File: config.mk
export PLATFORM = sky130hd
export DESIGN_NAME = spi_target_flat
export DESIGN_NICKNAME = d
export VERILOG_FILES = /design/src/rtl/spi_target_pkg.sv /design/src/rtl/spi_target_if.sv /design/src/rtl/spi_target_rx_fifo.sv /design/src/rtl/spi_target.sv /design/src/flat_wrapper.sv
export SDC_FILE = /design/constraint.sdc
export NUM_CORES = 1
export LEC_CHECK = 0
export BUFFER_PORTS_ARGS = -buffer_cell sky130_fd_sc_hd__buf_2
export CAP_MARGIN = 20
export CORE_ASPECT_RATIO = 0.7
export CORE_MARGIN = 8
export CORE_UTILIZATION = 55
export DETAILED_ROUTE_END_ITERATION = 12
export GPL_TIMING_DRIVEN = 0
export PLACE_DENSITY = 0.83
export SYNTH_ARGS = -nofsm -noshare
export SYNTH_HDL_FRONTEND = slang
export SYNTH_SLANG_ARGS = --single-unit
File: constraint.sdc
create_clock -name raw_clk -period 2.1 [get_ports raw_clk]
set_clock_uncertainty 0.05 [all_clocks]
set_input_delay 0.105 -clock raw_clk [delete_from_list [all_inputs] [get_ports raw_clk]]
set_output_delay 0.105 -clock raw_clk [all_outputs]
set_load 0.02 [all_outputs]
File: src/rtl/spi_target_pkg.sv
// Shared definitions for the SPI target block.
// Holds the transfer state enumeration, the RX FIFO depth and the default idle byte
// shifted out when no TX byte has been loaded.
package spi_target_pkg;

  typedef enum logic {
    StIdle,
    StActive
  } state_e;

  localparam int unsigned RxFifoDepth = 4;

  localparam logic [7:0] TxIdleByteDefault = 8'hFF;

endpackage

File: src/rtl/spi_target_if.sv
// Host-side handshake bundle of the SPI target.
//   tx_data/tx_strobe/tx_busy          : TX holding register load handshake
//   rx_data/rx_ready/rx_ready_clear    : RX storage read handshake
//   rx_overrun/tx_underrun/flags_clear : sticky error flags and their clear
// Modports: master = host side, slave = SPI target side.
interface spi_target_if;

  logic [7:0] tx_data;
  logic       tx_strobe;
  logic       tx_busy;
  logic [7:0] rx_data;
  logic       rx_ready;
  logic       rx_ready_clear;
  logic       rx_overrun;
  logic       tx_underrun;
  logic       flags_clear;

  modport master (
    output tx_data, tx_strobe, rx_ready_clear, flags_clear,
    input  tx_busy, rx_data, rx_ready, rx_overrun, tx_underrun
  );

  modport slave (
    input  tx_data, tx_strobe, rx_ready_clear, flags_clear,
    output tx_busy, rx_data, rx_ready, rx_overrun, tx_underrun
  );

endinterface

File: src/rtl/spi_target_rx_fifo.sv
// RX byte storage of the SPI target.
// Build option SPI_TARGET_RX_FIFO_EN: when defined, storage is a 4-entry FIFO; otherwise a
// single holding register.
// Ports:
//   raw_clk, reset_n : system clock, asynchronous active-low reset
//   push, push_data  : write a received byte
//   pop              : consume the head byte (ignored when empty)
//   head_data        : oldest stored byte
//   not_empty        : at least one byte stored
//   drop             : pulse, a pushed byte was discarded because storage was full
module spi_target_rx_fifo
  import spi_target_pkg::*;
(
  input  logic       raw_clk,
  input  logic       reset_n,
  input  logic       push,
  input  logic [7:0] push_data,
  input  logic       pop,
  output logic [7:0] head_data,
  output logic       not_empty,
  output logic       drop
);

`ifdef SPI_TARGET_RX_FIFO_EN

  localparam int unsigned PtrW = $clog2(RxFifoDepth);

  logic [7:0]      mem_q [RxFifoDepth];
  logic [PtrW-1:0] rd_ptr_q, rd_ptr_d;
  logic [PtrW-1:0] wr_ptr_q, wr_ptr_d;
  logic [PtrW:0]   count_q, count_d;
  logic            full, pop_ok, push_ok;

  assign full    = (count_q == (PtrW + 1)'(RxFifoDepth));
  assign pop_ok  = pop & (count_q != '0);
  // A same-cycle pop frees the slot the push needs, so the push is accepted.
  assign push_ok = push & (~full | pop_ok);
  assign drop    = push & ~push_ok;

  always_comb begin
    rd_ptr_d = rd_ptr_q;
    wr_ptr_d = wr_ptr_q;
    count_d  = count_q;
    if (pop_ok) begin
      rd_ptr_d = rd_ptr_q + 1'b1;
    end
    if (push_ok) begin
      wr_ptr_d = wr_ptr_q + 1'b1;
    end
    if (push_ok && !pop_ok) begin
      count_d = count_q + 1'b1;
    end else if (pop_ok && !push_ok) begin
      count_d = count_q - 1'b1;
    end
  end

  always_ff @(posedge raw_clk or negedge reset_n) begin
    if (!reset_n) begin
      rd_ptr_q <= '0;
      wr_ptr_q <= '0;
      count_q  <= '0;
      for (int i = 0; i < RxFifoDepth; i++) begin
        mem_q[i] <= '0;
      end
    end else begin
      rd_ptr_q <= rd_ptr_d;
      wr_ptr_q <= wr_ptr_d;
      count_q  <= count_d;
      if (push_ok) begin
        mem_q[wr_ptr_q] <= push_data;
      end
    end
  end

  assign head_data = mem_q[rd_ptr_q];
  assign not_empty = (count_q != '0);

`else

  logic [7:0] data_q, data_d;
  logic       valid_q, valid_d;
  logic       pop_ok, push_ok;

  assign pop_ok  = pop & valid_q;
  assign push_ok = push & (~valid_q | pop_ok);
  assign drop    = push & ~push_ok;

  always_comb begin
    data_d  = data_q;
    valid_d = valid_q;
    if (pop_ok) begin
      valid_d = 1'b0;
    end
    if (push_ok) begin
      data_d  = push_data;
      valid_d = 1'b1;
    end
  end

  always_ff @(posedge raw_clk or negedge reset_n) begin
    if (!reset_n) begin
      data_q  <= '0;
      valid_q <= 1'b0;
    end else begin
      data_q  <= data_d;
      valid_q <= valid_d;
    end
  end

  assign head_data = data_q;
  assign not_empty = valid_q;

`endif

endmodule

File: src/rtl/spi_target.sv
// SPI mode-0 target with a host-side byte interface.
// sclk, cs_n and mosi are oversampled by raw_clk through SYNC_STAGES-deep synchronizers
// (legal 2..3); sclk must be at most raw_clk/8.
// Build option SPI_TARGET_RX_FIFO_EN selects a 4-entry RX FIFO instead of a single register.
// Ports:
//   raw_clk, reset_n     : system clock, asynchronous active-low reset
//   sclk, cs_n, mosi     : SPI inputs from the initiator
//   miso, miso_oe        : SPI data out and its pad output enable
//   host                 : TX/RX byte handshake and sticky flags (spi_target_if.slave)
module spi_target
  import spi_target_pkg::*;
#(
  parameter int unsigned SYNC_STAGES  = 2,
  parameter logic [7:0]  TX_IDLE_BYTE = TxIdleByteDefault
) (
  input  logic         raw_clk,
  input  logic         reset_n,
  input  logic         sclk,
  input  logic         cs_n,
  input  logic         mosi,
  output logic         miso,
  output logic         miso_oe,
  spi_target_if.slave  host
);

  // Synchronizers and edge detection
  logic [SYNC_STAGES-1:0] sclk_sync_q, cs_sync_q, mosi_sync_q;
  logic                   sclk_s, cs_s, mosi_s;
  logic                   sclk_prev_q, cs_prev_q;
  logic                   started_q, armed_q, armed_d;
  logic                   sclk_rise, sclk_fall, cs_fall, cs_rise;

  always_ff @(posedge raw_clk or negedge reset_n) begin
    if (!reset_n) begin
      sclk_sync_q <= '0;
      cs_sync_q   <= '1;
      mosi_sync_q <= '0;
      sclk_prev_q <= 1'b0;
      cs_prev_q   <= 1'b1;
      started_q   <= 1'b0;
      armed_q     <= 1'b0;
    end else begin
      sclk_sync_q <= {sclk_sync_q[SYNC_STAGES-2:0], sclk};
      cs_sync_q   <= {cs_sync_q[SYNC_STAGES-2:0], cs_n};
      mosi_sync_q <= {mosi_sync_q[SYNC_STAGES-2:0], mosi};
      sclk_prev_q <= sclk_s;
      cs_prev_q   <= cs_s;
      started_q   <= 1'b1;
      armed_q     <= armed_d;
    end
  end

  assign sclk_s = sclk_sync_q[SYNC_STAGES-1];
  assign cs_s   = cs_sync_q[SYNC_STAGES-1];
  assign mosi_s = mosi_sync_q[SYNC_STAGES-1];

  // The synchronizer preset makes cs_n look high after reset. Only arm the falling-edge
  // detector once a genuinely sampled high has entered the chain, so a cs_n held low across
  // reset release is not mistaken for a fresh frame start.
  assign armed_d = armed_q | (started_q & cs_sync_q[0]);

  assign sclk_rise = sclk_s & ~sclk_prev_q;
  assign sclk_fall = ~sclk_s & sclk_prev_q;
  assign cs_fall   = ~cs_s & cs_prev_q & armed_q;
  assign cs_rise   = cs_s & ~cs_prev_q;

  assign miso_oe = ~cs_s;

  // Frame FSM
  state_e state_q, state_d;
  logic   enter_active, abort, bit_rise, bit_fall;

  always_ff @(posedge raw_clk or negedge reset_n) begin
    if (!reset_n) begin
      state_q <= StIdle;
    end else begin
      state_q <= state_d;
    end
  end

  always_comb begin
    state_d = state_q;
    unique case (state_q)
      StIdle:   if (cs_fall) state_d = StActive;
      StActive: if (cs_rise) state_d = StIdle;
      default:  state_d = StIdle;
    endcase
  end

  always_comb begin
    enter_active = 1'b0;
    abort        = 1'b0;
    bit_rise     = 1'b0;
    bit_fall     = 1'b0;
    unique case (state_q)
      StIdle: enter_active = cs_fall;
      StActive: begin
        if (cs_rise) begin
          abort = 1'b1;
        end else begin
          bit_rise = sclk_rise;
          bit_fall = sclk_fall;
        end
      end
      default: ;
    endcase
  end

  // Shift datapath and host-side registers
  logic [7:0] tx_shift_q, tx_shift_d;
  logic [7:0] hold_q, hold_d;
  logic       busy_q, busy_d;
  logic       reload_q, reload_d;
  logic [2:0] bit_cnt_q, bit_cnt_d;
  logic [6:0] rx_shift_q, rx_shift_d;
  logic       overrun_q, overrun_d;
  logic       underrun_q, underrun_d;
  logic       tx_load, underrun_set, accept;
  logic       push, drop;
  logic [7:0] push_data;

  // Holding-to-shift transfer: at frame start, or on the first falling edge after a byte wraps.
  assign tx_load   = enter_active | (bit_fall & reload_q);
  assign push_data = {rx_shift_q, mosi_s};
  // The transfer empties the holding register, so a same-cycle strobe lands in it.
  assign accept    = host.tx_strobe & (~busy_q | tx_load);

  always_comb begin
    tx_shift_d   = tx_shift_q;
    hold_d       = hold_q;
    busy_d       = busy_q;
    reload_d     = reload_q;
    bit_cnt_d    = bit_cnt_q;
    rx_shift_d   = rx_shift_q;
    underrun_set = 1'b0;
    push         = 1'b0;

    if (tx_load) begin
      tx_shift_d   = busy_q ? hold_q : TX_IDLE_BYTE;
      underrun_set = ~busy_q;
      busy_d       = 1'b0;
      reload_d     = 1'b0;
    end else if (bit_fall) begin
      tx_shift_d = {tx_shift_q[6:0], 1'b0};
    end

    if (bit_rise) begin
      rx_shift_d = push_data[6:0];
      bit_cnt_d  = bit_cnt_q + 3'd1;
      if (bit_cnt_q == 3'd7) begin
        push     = 1'b1;
        reload_d = 1'b1;
      end
    end

    if (abort || enter_active) begin
      bit_cnt_d  = '0;
      rx_shift_d = '0;
      reload_d   = 1'b0;
    end

    if (accept) begin
      hold_d = host.tx_data;
      busy_d = 1'b1;
    end
  end

  // A set in the same cycle as a clear wins.
  assign overrun_d  = (host.flags_clear ? 1'b0 : overrun_q) | drop;
  assign underrun_d = (host.flags_clear ? 1'b0 : underrun_q) | underrun_set;

  always_ff @(posedge raw_clk or negedge reset_n) begin
    if (!reset_n) begin
      tx_shift_q <= '0;
      hold_q     <= '0;
      busy_q     <= 1'b0;
      reload_q   <= 1'b0;
      bit_cnt_q  <= '0;
      rx_shift_q <= '0;
      overrun_q  <= 1'b0;
      underrun_q <= 1'b0;
    end else begin
      tx_shift_q <= tx_shift_d;
      hold_q     <= hold_d;
      busy_q     <= busy_d;
      reload_q   <= reload_d;
      bit_cnt_q  <= bit_cnt_d;
      rx_shift_q <= rx_shift_d;
      overrun_q  <= overrun_d;
      underrun_q <= underrun_d;
    end
  end

  spi_target_rx_fifo u_rx_fifo (
    .raw_clk   (raw_clk),
    .reset_n   (reset_n),
    .push      (push),
    .push_data (push_data),
    .pop       (host.rx_ready_clear),
    .head_data (host.rx_data),
    .not_empty (host.rx_ready),
    .drop      (drop)
  );

  assign miso             = tx_shift_q[7];
  assign host.tx_busy     = busy_q;
  assign host.rx_overrun  = overrun_q;
  assign host.tx_underrun = underrun_q;

endmodule

File: src/flat_wrapper.sv
// flat-port wrapper written by rule: the top's interface ports become plain ports
module spi_target_flat import spi_target_pkg::*;
#(
  parameter int unsigned SYNC_STAGES  = 2,
  parameter logic [7:0]  TX_IDLE_BYTE = TxIdleByteDefault
)
  (raw_clk, reset_n, sclk, cs_n, mosi, miso, miso_oe, host_tx_data, host_tx_strobe, host_rx_ready_clear, host_flags_clear, host_tx_busy, host_rx_data, host_rx_ready, host_rx_overrun, host_tx_underrun);
  spi_target_if host_i ();
  input  logic raw_clk;
  input  logic reset_n;
  input  logic sclk;
  input  logic cs_n;
  input  logic mosi;
  output logic miso;
  output logic miso_oe;
  input wire logic [$bits(host_i.tx_data)-1:0] host_tx_data;
  input wire logic [$bits(host_i.tx_strobe)-1:0] host_tx_strobe;
  input wire logic [$bits(host_i.rx_ready_clear)-1:0] host_rx_ready_clear;
  input wire logic [$bits(host_i.flags_clear)-1:0] host_flags_clear;
  output wire logic [$bits(host_i.tx_busy)-1:0] host_tx_busy;
  output wire logic [$bits(host_i.rx_data)-1:0] host_rx_data;
  output wire logic [$bits(host_i.rx_ready)-1:0] host_rx_ready;
  output wire logic [$bits(host_i.rx_overrun)-1:0] host_rx_overrun;
  output wire logic [$bits(host_i.tx_underrun)-1:0] host_tx_underrun;
  assign host_i.tx_data = host_tx_data;
  assign host_i.tx_strobe = host_tx_strobe;
  assign host_i.rx_ready_clear = host_rx_ready_clear;
  assign host_i.flags_clear = host_flags_clear;
  assign host_tx_busy = host_i.tx_busy;
  assign host_rx_data = host_i.rx_data;
  assign host_rx_ready = host_i.rx_ready;
  assign host_rx_overrun = host_i.rx_overrun;
  assign host_tx_underrun = host_i.tx_underrun;
  spi_target #(.SYNC_STAGES(SYNC_STAGES), .TX_IDLE_BYTE(TX_IDLE_BYTE)) u_core (.raw_clk(raw_clk), .reset_n(reset_n), .sclk(sclk), .cs_n(cs_n), .mosi(mosi), .miso(miso), .miso_oe(miso_oe), .host(host_i));
endmodule
* Word-level counts from Yosys, hierarchy flattened *
Index checks and enable logic that the tools add are counted.
Widths: inputs -> output; s select.

cells by class
  muxes and demuxes = 30
  reductions and logical operators = 5
  bitwise gates (word level) = 25
  add/subtract/negate cells = 1
  eq/ne operators = 1

operator list
  cell                 count
  $mux 8               3
  $mux 1               22
  $mux 7               2
  $and 1x1->1          11
  $not 1->1            8
  $reduce_bool 2->1    4
  $mux 3               2
  $or 1x1->1           6
  $add 3x1->3 const B  1
  $eq 3x3->1 const B   1
  $pmux 1 s2           1
  $logic_or 1x1->1     1

word-level totals
  bits of input ports = 16
  register bits = 50

* Depth between registers and ports, before layout *
Gate-level depths: netlist of run 1.

  depth after elaboration = 10
  depth in mapped cells = 5
  mapped depth without buffers = 4

* Hierarchy *
From an unflattened synthesis of run 1, not the netlist that was laid out.

unflattened totals
  cells, all modules = 148
  area, all modules = 2,016.9 µm²

by module, submodules not included
  module              seq. area each (µm²)  area each (µm²)  cells an instance  instances
  spi_target          1,029.7               1,635.3          126                1
  spi_target_rx_fifo  225.2                 381.6            22                 1

* Worst setup path before layout of run 1 *
OpenSTA, ideal clock, no wires.

  kind = reg2reg
  from = reg u_core.cs_prev_q
  to = reg u_core.u_rx_fifo.data_q[0] (netlist: u_core.u_rx_fifo.head_data[0])
  required time = 1,925 ps
  path slack = 391 ps
  data arrival time = 1,534 ps
  setup time = 125 ps
  clock period less this slack = 1,709 ps
  cell stages (with the launch flop) = 6
  cell sequence = dfstp_2 nand2b_4 and4b_1 and3_1 buf_2 mux2_2

between the ends
  cells in the longest elaborated chain, start to end = 6

ends and longest elaborated chain
  item                    line                       text
  from (decl)             spi_target.sv:29           logic sclk_prev_q, cs_prev_q;
  from (signal assigned)  spi_target.sv:47           cs_prev_q <= cs_s;
  $not 1->1               spi_target.sv:65           assign cs_rise = cs_s & ~cs_prev_q;
  $and 1x1->1             spi_target.sv:65
  $mux 1                  spi_target.sv:98           if (cs_rise) begin
  $mux 1                  spi_target.sv:95           unique case (state_q)
  $mux 1                  spi_target.sv:147          if (bit_rise) begin
  $and 1x1->1             spi_target_rx_fifo.sv:85   assign push_ok = push & (~valid_q | pop_ok);
  to (signal assigned)    spi_target_rx_fifo.sv:105  data_q <= data_d;
  to (decl)               spi_target_rx_fifo.sv:80   logic [7:0] data_q, data_d;

Every way passes these cells.
A chain may end at the register's enable or synchronous reset.

* Final worst setup path of run 1 *
  from = reg u_core.cs_prev_q
  to = reg u_core.tx_shift_q[2]

between the ends
  cells in the longest elaborated chain, start to end = 7
  elaborated cells on any way between the ends = 11

ends and longest elaborated chain
  item                                                line               text
  $not 1->1                                           spi_target.sv:65
  $and 1x1->1                                         spi_target.sv:65
  $mux 1                                              spi_target.sv:98
  $mux 1                                              spi_target.sv:95
  $and 1x1->1                                         spi_target.sv:123  assign tx_load = enter_active | (bit_fall & reload_q);
  $or 1x1->1                                          spi_target.sv:123
  $mux 8 / $reduce_bool 2->1 (equally long branches)  --
  to (signal assigned)                                spi_target.sv:183  tx_shift_q <= tx_shift_d;
  to (decl)                                           spi_target.sv:110  logic [7:0] tx_shift_q, tx_shift_d;

Several ways; a longest one is shown, not always the timed one.

==> out/results.ini, run 1 <==
[cts]
root_buffer=clkbuf_8
tritoncts=done
clockBufferDepth=2
htreeDepth=2
post-cts-setup-buffers=0
holdBufCountCts=14
cts_resized=0
clk_pin_slew_worst_paths_ps=80
clock_latency_ps=300
cts_buffers=5
cts_sinks=50

[worst_setup_path]
critPathBufInv=1
cp_slowest_cell=dfstp_2
crit_type=reg2reg
crit_required_ps=2230
max_stage_delay_ps=550
cp-end-kind=register
critPathArrivalTime_ps=2090
cp_top_family=flip-flops
critPathLaunchType=register
crit_path_max_fanout=10
crit_chain=nand2b_4 -> nand4_1 -> clkbuf_1 -> a211oi_1

[sta]
hold_viol=0
worst_slew_pin_slew_ps=517.7
finalSetupTns_ps=0
setup_viol=0
whs_ps=70.78
finalCritPeriodShare_pct=92.94
slew_viol_final=0
relSlewSlack_pct=65.48
period_minus_slack_ps=1952
fmax_mhz=512.4
rsz0062_at_grt=false

[grt]
gr-total-overflow=0
track_usage_pct=16.88
grt_max_degree=51
antenna_found_initial=0
grt_pass1_vias=1504
grt_pass1_wl_mm=7.300

[logic_synthesis]
netlist_area_um2=1971
syn_avg_cell_area_um2=13.59
synth_ff_type=dfrtp_1
ys_seq_elements=50
synthCells=145
post_synth_main_area_contributors=dfrtp_1 (60%), mux2_2 (9.1%), dfstp_2 (4.0%)
synth_common_cells=dfrtp_1 (47), mux2_2 (16), nor2_1 (14)
syn_nets=163
ys_warn_count=0
synthDominantCellAreaShare_pct=59.68
synth_edf_count=0
synth-async-reset-ratio_pct=100.0
synth_top_cell_by_area=dfrtp_1
synth_seq_area_share_pct=63.68
ys_types=31
synth.most_common_cell=dfrtp_1

[floorplan]
initial_core_util_pct=56.82
rows=18
die_w_um=87.55
coreArea_um2=3468
fp.dieH_um=66.08
io_pins=30
die_area_um2=5785

[route]
wl_mm=4.322
drtAntennaViolNets=0
wl_per_cell_um=17.50
viasPerCell=5.583
vias=1379
drc_errors=0
first_pass_iters=4
drtIter0Drc=112

[cells_and_area]
seq_area_um2=1255
finalInstanceArea_um2=2430
drive_gt1_share_pct=33.50
fin_nets=214
fin_util_pct=70.06
multiInputGateArea_um2=663.1
n_fill_cell=244
syn_to_final_growth_pct=23.30
num_antenna_cells=0

[place]
hpwl_mm=2.908
place_area_um2=2178
portBuffers=29
gp_congestion=0.7292

[pwr]
power_density_nw_per_um2=857.9
report.power.total_mw=2.084
ir_drop_v=0.0005536
p_leak_nw=1.176

[run]
drv_cap=0

[status]
status=complete, no violations

[min_path]
hold_path_class=in2reg

[state kept, by name (all words and copies together), names as in the netlist]
register,cells
u_core.hold_q,8
u_core.tx_shift_q,8
u_core.u_rx_fifo.head_data,8
u_core.rx_shift_q,7
u_core.bit_cnt_q,3
u_core.cs_sync_q,2
u_core.mosi_sync_q,2
u_core.sclk_sync_q,2
u_core.armed_q,1
u_core.cs_prev_q,1
u_core.host.rx_overrun,1
u_core.host.tx_busy,1
u_core.host.tx_underrun,1
u_core.reload_q,1
u_core.sclk_prev_q,1
u_core.started_q,1
u_core.state_q,1
u_core.u_rx_fifo.not_empty,1
[tightest hold or removal path: stages]
cell	delay, ps
buf_2	80
nand2b_1	140
nand2_1	70
[routing by layer]
layer	share of wire (%)	vias up	GRT usage [%]
met5	0	-	0
met4	3.8	0	10.87
met3	5.8	20	5.087
met2	49	44	27.59
met1	42	695	19.03
li1	-	620	-
[cells in the final DEF (no fill, tap or decap), types with 2 or more instances in the layout]
cell	netlist	final
buf_2	3	32
and4b_1	2	2
nor2_1	14	14
a211oi_1	7	7
ha_1	2	2
a22o_1	9	9
dfstp_2	3	3
a21o_1	2	2
dlygate4sd3_1	0	14
mux2_2	16	16
o22ai_1	3	3
inv_1	5	5
clkbuf_8	0	6
nand2_1	6	6
o21ai_0	2	2
clkbuf_1	2	3
nor3_1	7	7
dfrtp_1	47	47
[metrics by stage]
step	worst slack, ps	cells
2_1_floorplan	391.1	145
3_3_place_gp	306.8	224
3_5_place_dp	185.4	224
4_1_cts	159.5	246
5_1_grt	29.21	247
6_report	148.3	247
[cells by family after synthesis]
logic type               Yosys count  synth area share, %
AO/OA/AOI/OAI                     28                12.64
buffers and inverters             11                2.667
multiplexers                      17                9.714
other                              1               0.1903
adder cells (fa/ha/maj)            2                1.270
AND/OR/NAND/NOR                   36                9.842
flip-flops                        50                63.68
[cell type report]
class | count | area share [%]
plain buffers | 6 | 1.390
clock buffers | 7 | 3.553
clock inverters | 1 | 0.2060
inverters | 5 | 0.7724
multi-input cells | 84 | 27.29
flip-flops and latches | 50 | 51.65
well taps | 50 | 2.575
repair buffers | 44 | 12.56
[where the power goes]
group	total, mW	leakage, nW	switching, mW	internal (mW)
logic	0.320	0.509	0.158	0.162
registers	1.20	0.619	0.0925	1.10
clock network	0.568	0.0482	0.302	0.266
[final timing paths]
kind	start	endpoint	slack [ps]	cells after the start
worst min register to register	u_core.sclk_sync_q[0]$_DFF_PN0_	u_core.sclk_sync_q[1]$_DFF_PN0_	310	0
worst min-delay path	host_rx_ready_clear	u_core.u_rx_fifo.not_empty$_DFFE_PN0P_	70	3
worst max register to register	u_core.cs_prev_q$_DFF_PN1_	u_core.tx_shift_q[2]$_DFFE_PN0P_	150	4
max in group asynchronous	reset_n	u_core.cs_prev_q$_DFF_PN1_	1220	3
min in group asynchronous	reset_n	u_core.mosi_sync_q[1]$_DFF_PN0_	210	2
worst max-delay path	u_core.cs_prev_q$_DFF_PN1_	u_core.tx_shift_q[2]$_DFFE_PN0P_	150	4
No activity file was read; power rests on OpenSTA's default activity.
==> run 2: changes to the inputs <==
--- a/config.mk
+++ b/config.mk
@@ -13,6 +13,7 @@
 export DETAILED_ROUTE_END_ITERATION = 12
 export GPL_TIMING_DRIVEN = 0
 export PLACE_DENSITY = 0.83
+export RECOVER_POWER = 25
 export SYNTH_ARGS = -nofsm -noshare
 export SYNTH_HDL_FRONTEND = slang
 export SYNTH_SLANG_ARGS = --single-unit
==> run 2 against run 1 <==
Critical path depth is the same. Clock-buffer cell count is the same. First-iteration DRC count is the same. Sequential power is essentially flat. Non-clock buffer count is the same. Fmax is essentially flat. Hold slack is essentially flat. Sequential cell count is the same. Cell count is the same. Register-to-register slack is essentially flat. Critical endpoint unchanged.
==> out/results.ini, run 2 (same netlist as run 1, synthesis figures left out) <==
[floorplan]
fp.dieH_um=66.08  ; unchanged
io_pins=30  ; unchanged
initial_core_util_pct=56.82  ; unchanged
die_w_um=87.55  ; unchanged
rows=18  ; unchanged
die_area_um2=5785  ; unchanged
coreArea_um2=3468  ; unchanged

[grt]
gr-total-overflow=0  ; unchanged
grt_pass1_vias=1504  ; unchanged
track_usage_pct=16.88  ; unchanged
grt_max_degree=51  ; unchanged
grt_pass1_wl_mm=7.300  ; unchanged
antenna_found_initial=0  ; unchanged

[pwr]
report.power.total_mw=2.086  ; about the same
ir_drop_v=0.0005534  ; about the same
power_density_nw_per_um2=859.0  ; +0.13%
p_leak_nw=1.172  ; -0.33%

[worst_setup_path]
crit_chain=nand2b_4 -> nand4_1 -> clkbuf_1 -> a211oi_1
crit_path_max_fanout=10  ; unchanged
crit_path_start=u_core.cs_prev_q$_DFF_PN1_
cp_top_family=flip-flops
cp_slowest_cell=dfstp_2
critPathArrivalTime_ps=2080  ; about the same
critPathLaunchType=register
crit_type=reg2reg
r2r-start=u_core.cs_prev_q$_DFF_PN1_
critPathBufInv=1  ; unchanged
crit_required_ps=2230  ; about the same
cp-end-kind=register
max_stage_delay_ps=560  ; about the same

[sta]
rsz0062_at_grt=false
hold_viol=0  ; unchanged
fmax_mhz=512.4  ; about the same
setup_viol=0  ; unchanged
period_minus_slack_ps=1952  ; -0.2190 ps
slew_viol_final=0  ; unchanged
worst_slew_pin_slew_ps=998.2  ; +480.5 ps
finalCritPeriodShare_pct=92.93  ; about the same
relSlewSlack_pct=33.45  ; -32 points
finalSetupTns_ps=0  ; unchanged

[cells_and_area]
layout_common_cells=dfrtp_1 (47), buf_2 (31), mux2_2 (16)
num_antenna_cells=0  ; unchanged
final_common_cell=dfrtp_1
syn_to_final_growth_pct=23.24  ; about the same
fin_util_pct=70.02  ; about the same
fin_nets=214  ; unchanged
drive_gt1_share_pct=31.98  ; -1.5 points

[place]
portBuffers=29  ; unchanged
gp_congestion=0.7292  ; unchanged
hpwl_mm=2.908  ; unchanged

[route]
drc_errors=0  ; unchanged
drtAntennaViolNets=0  ; unchanged
vias=1383  ; +0.29%
wl_mm=4.317  ; -0.12%
viasPerCell=5.599  ; +0.29%
wl_per_cell_um=17.48  ; -0.12%
drtIter0Drc=112  ; unchanged
first_pass_iters=4  ; unchanged

[min_path]
hp-start=host_rx_ready_clear
hold_path_class=in2reg

[cts]
cts_buffers=5  ; unchanged
tritoncts=done
htreeDepth=2  ; unchanged
cts_sinks=50  ; unchanged
root_buffer=clkbuf_8
clockBufferDepth=2  ; unchanged
clk_pin_slew_worst_paths_ps=90  ; about the same
clock_latency_ps=310  ; about the same

[run]
drv_cap=0  ; unchanged

[status]
status=complete, no violations

-- run 2: cell types whose count changed in the layout (fill, tap and decap cells not counted), sizes merged --
cell,before,now
clkbuf,9,10
buf,34,33
-- run 2: repair_timing --
action / CTS / global route
hold buffers: 14 / 0
resized for setup: 0 / 0
endpoints found under the hold margin: 61 / 0
buffers inserted: 0 / 0
-- run 2: worst reg2reg max path, delay by kind of cell (launching register included) --
family                 cells  cell delay [ps]
AOI/OAI and AO/OA          1              380
buffers and inverters      1              350
and+or+nand+nor            2              490
DFF                        1              560
-- run 2: final timing paths --
check	end	slack (ps)	cells after the start
worst max-delay path	u_core.tx_shift_q[2]$_DFFE_PN0P_	150	4
min in group asynchronous	u_core.u_rx_fifo.head_data[2]$_DFFE_PN0P_	430	2
max in group asynchronous	u_core.cs_prev_q$_DFF_PN1_	810	3
worst min register to register	u_core.sclk_sync_q[1]$_DFF_PN0_	310	0
worst max register to register	u_core.tx_shift_q[2]$_DFFE_PN0P_	150	4
worst min-delay path	u_core.u_rx_fifo.not_empty$_DFFE_PN0P_	70	3
-- run 2: where the power goes --
| part | leakage (nW) | switching [mW] | internal [mW] |
|---|---|---|---|
| Clock | 0.0482 | 0.305 | 0.266 |
| Combinational | 0.507 | 0.158 | 0.162 |
| Sequential | 0.618 | 0.0928 | 1.10 |
| Total | 1.17 | 0.556 | 1.53 |
-- run 2: cell type report --
class	instances	area, µm²
Buffer	6	33.78
Clock buffer	7	86.33
Clock inverter	1	5.005
Fill cell	245	1040
Inverter	5	18.77
Multi-Input combinational cell	84	663.1
Sequential cell	50	1255
Tap cell	50	62.56
Timing Repair Buffer	44	304.0
-- run 2: layer usage --
layer	global-route usage, %	part of all wire, %	up-vias
li1	-	-	620
met1	19.03	41	696
met2	27.59	49	49
met3	5.087	6.1	18
met4	10.87	3.7	0
met5	0	0	-
-- run 2: metrics by stage --
step / instances / area [µm²] / setup slack, ps / hold slack, ps
2_1_floorplan: 145 / 1971 / 391.1 / -240.6
3_3_place_gp: 224 / 2178 / 306.8 / 164.0
3_5_place_dp: 224 / 2178 / 185.4 / 166.0
4_1_cts: 246 / 2410 / 159.5 / 64.40
5_1_grt: 247 / 2429 / 28.98 / 92.20
6_report: 247 / 2429 / 148.5 / 70.93
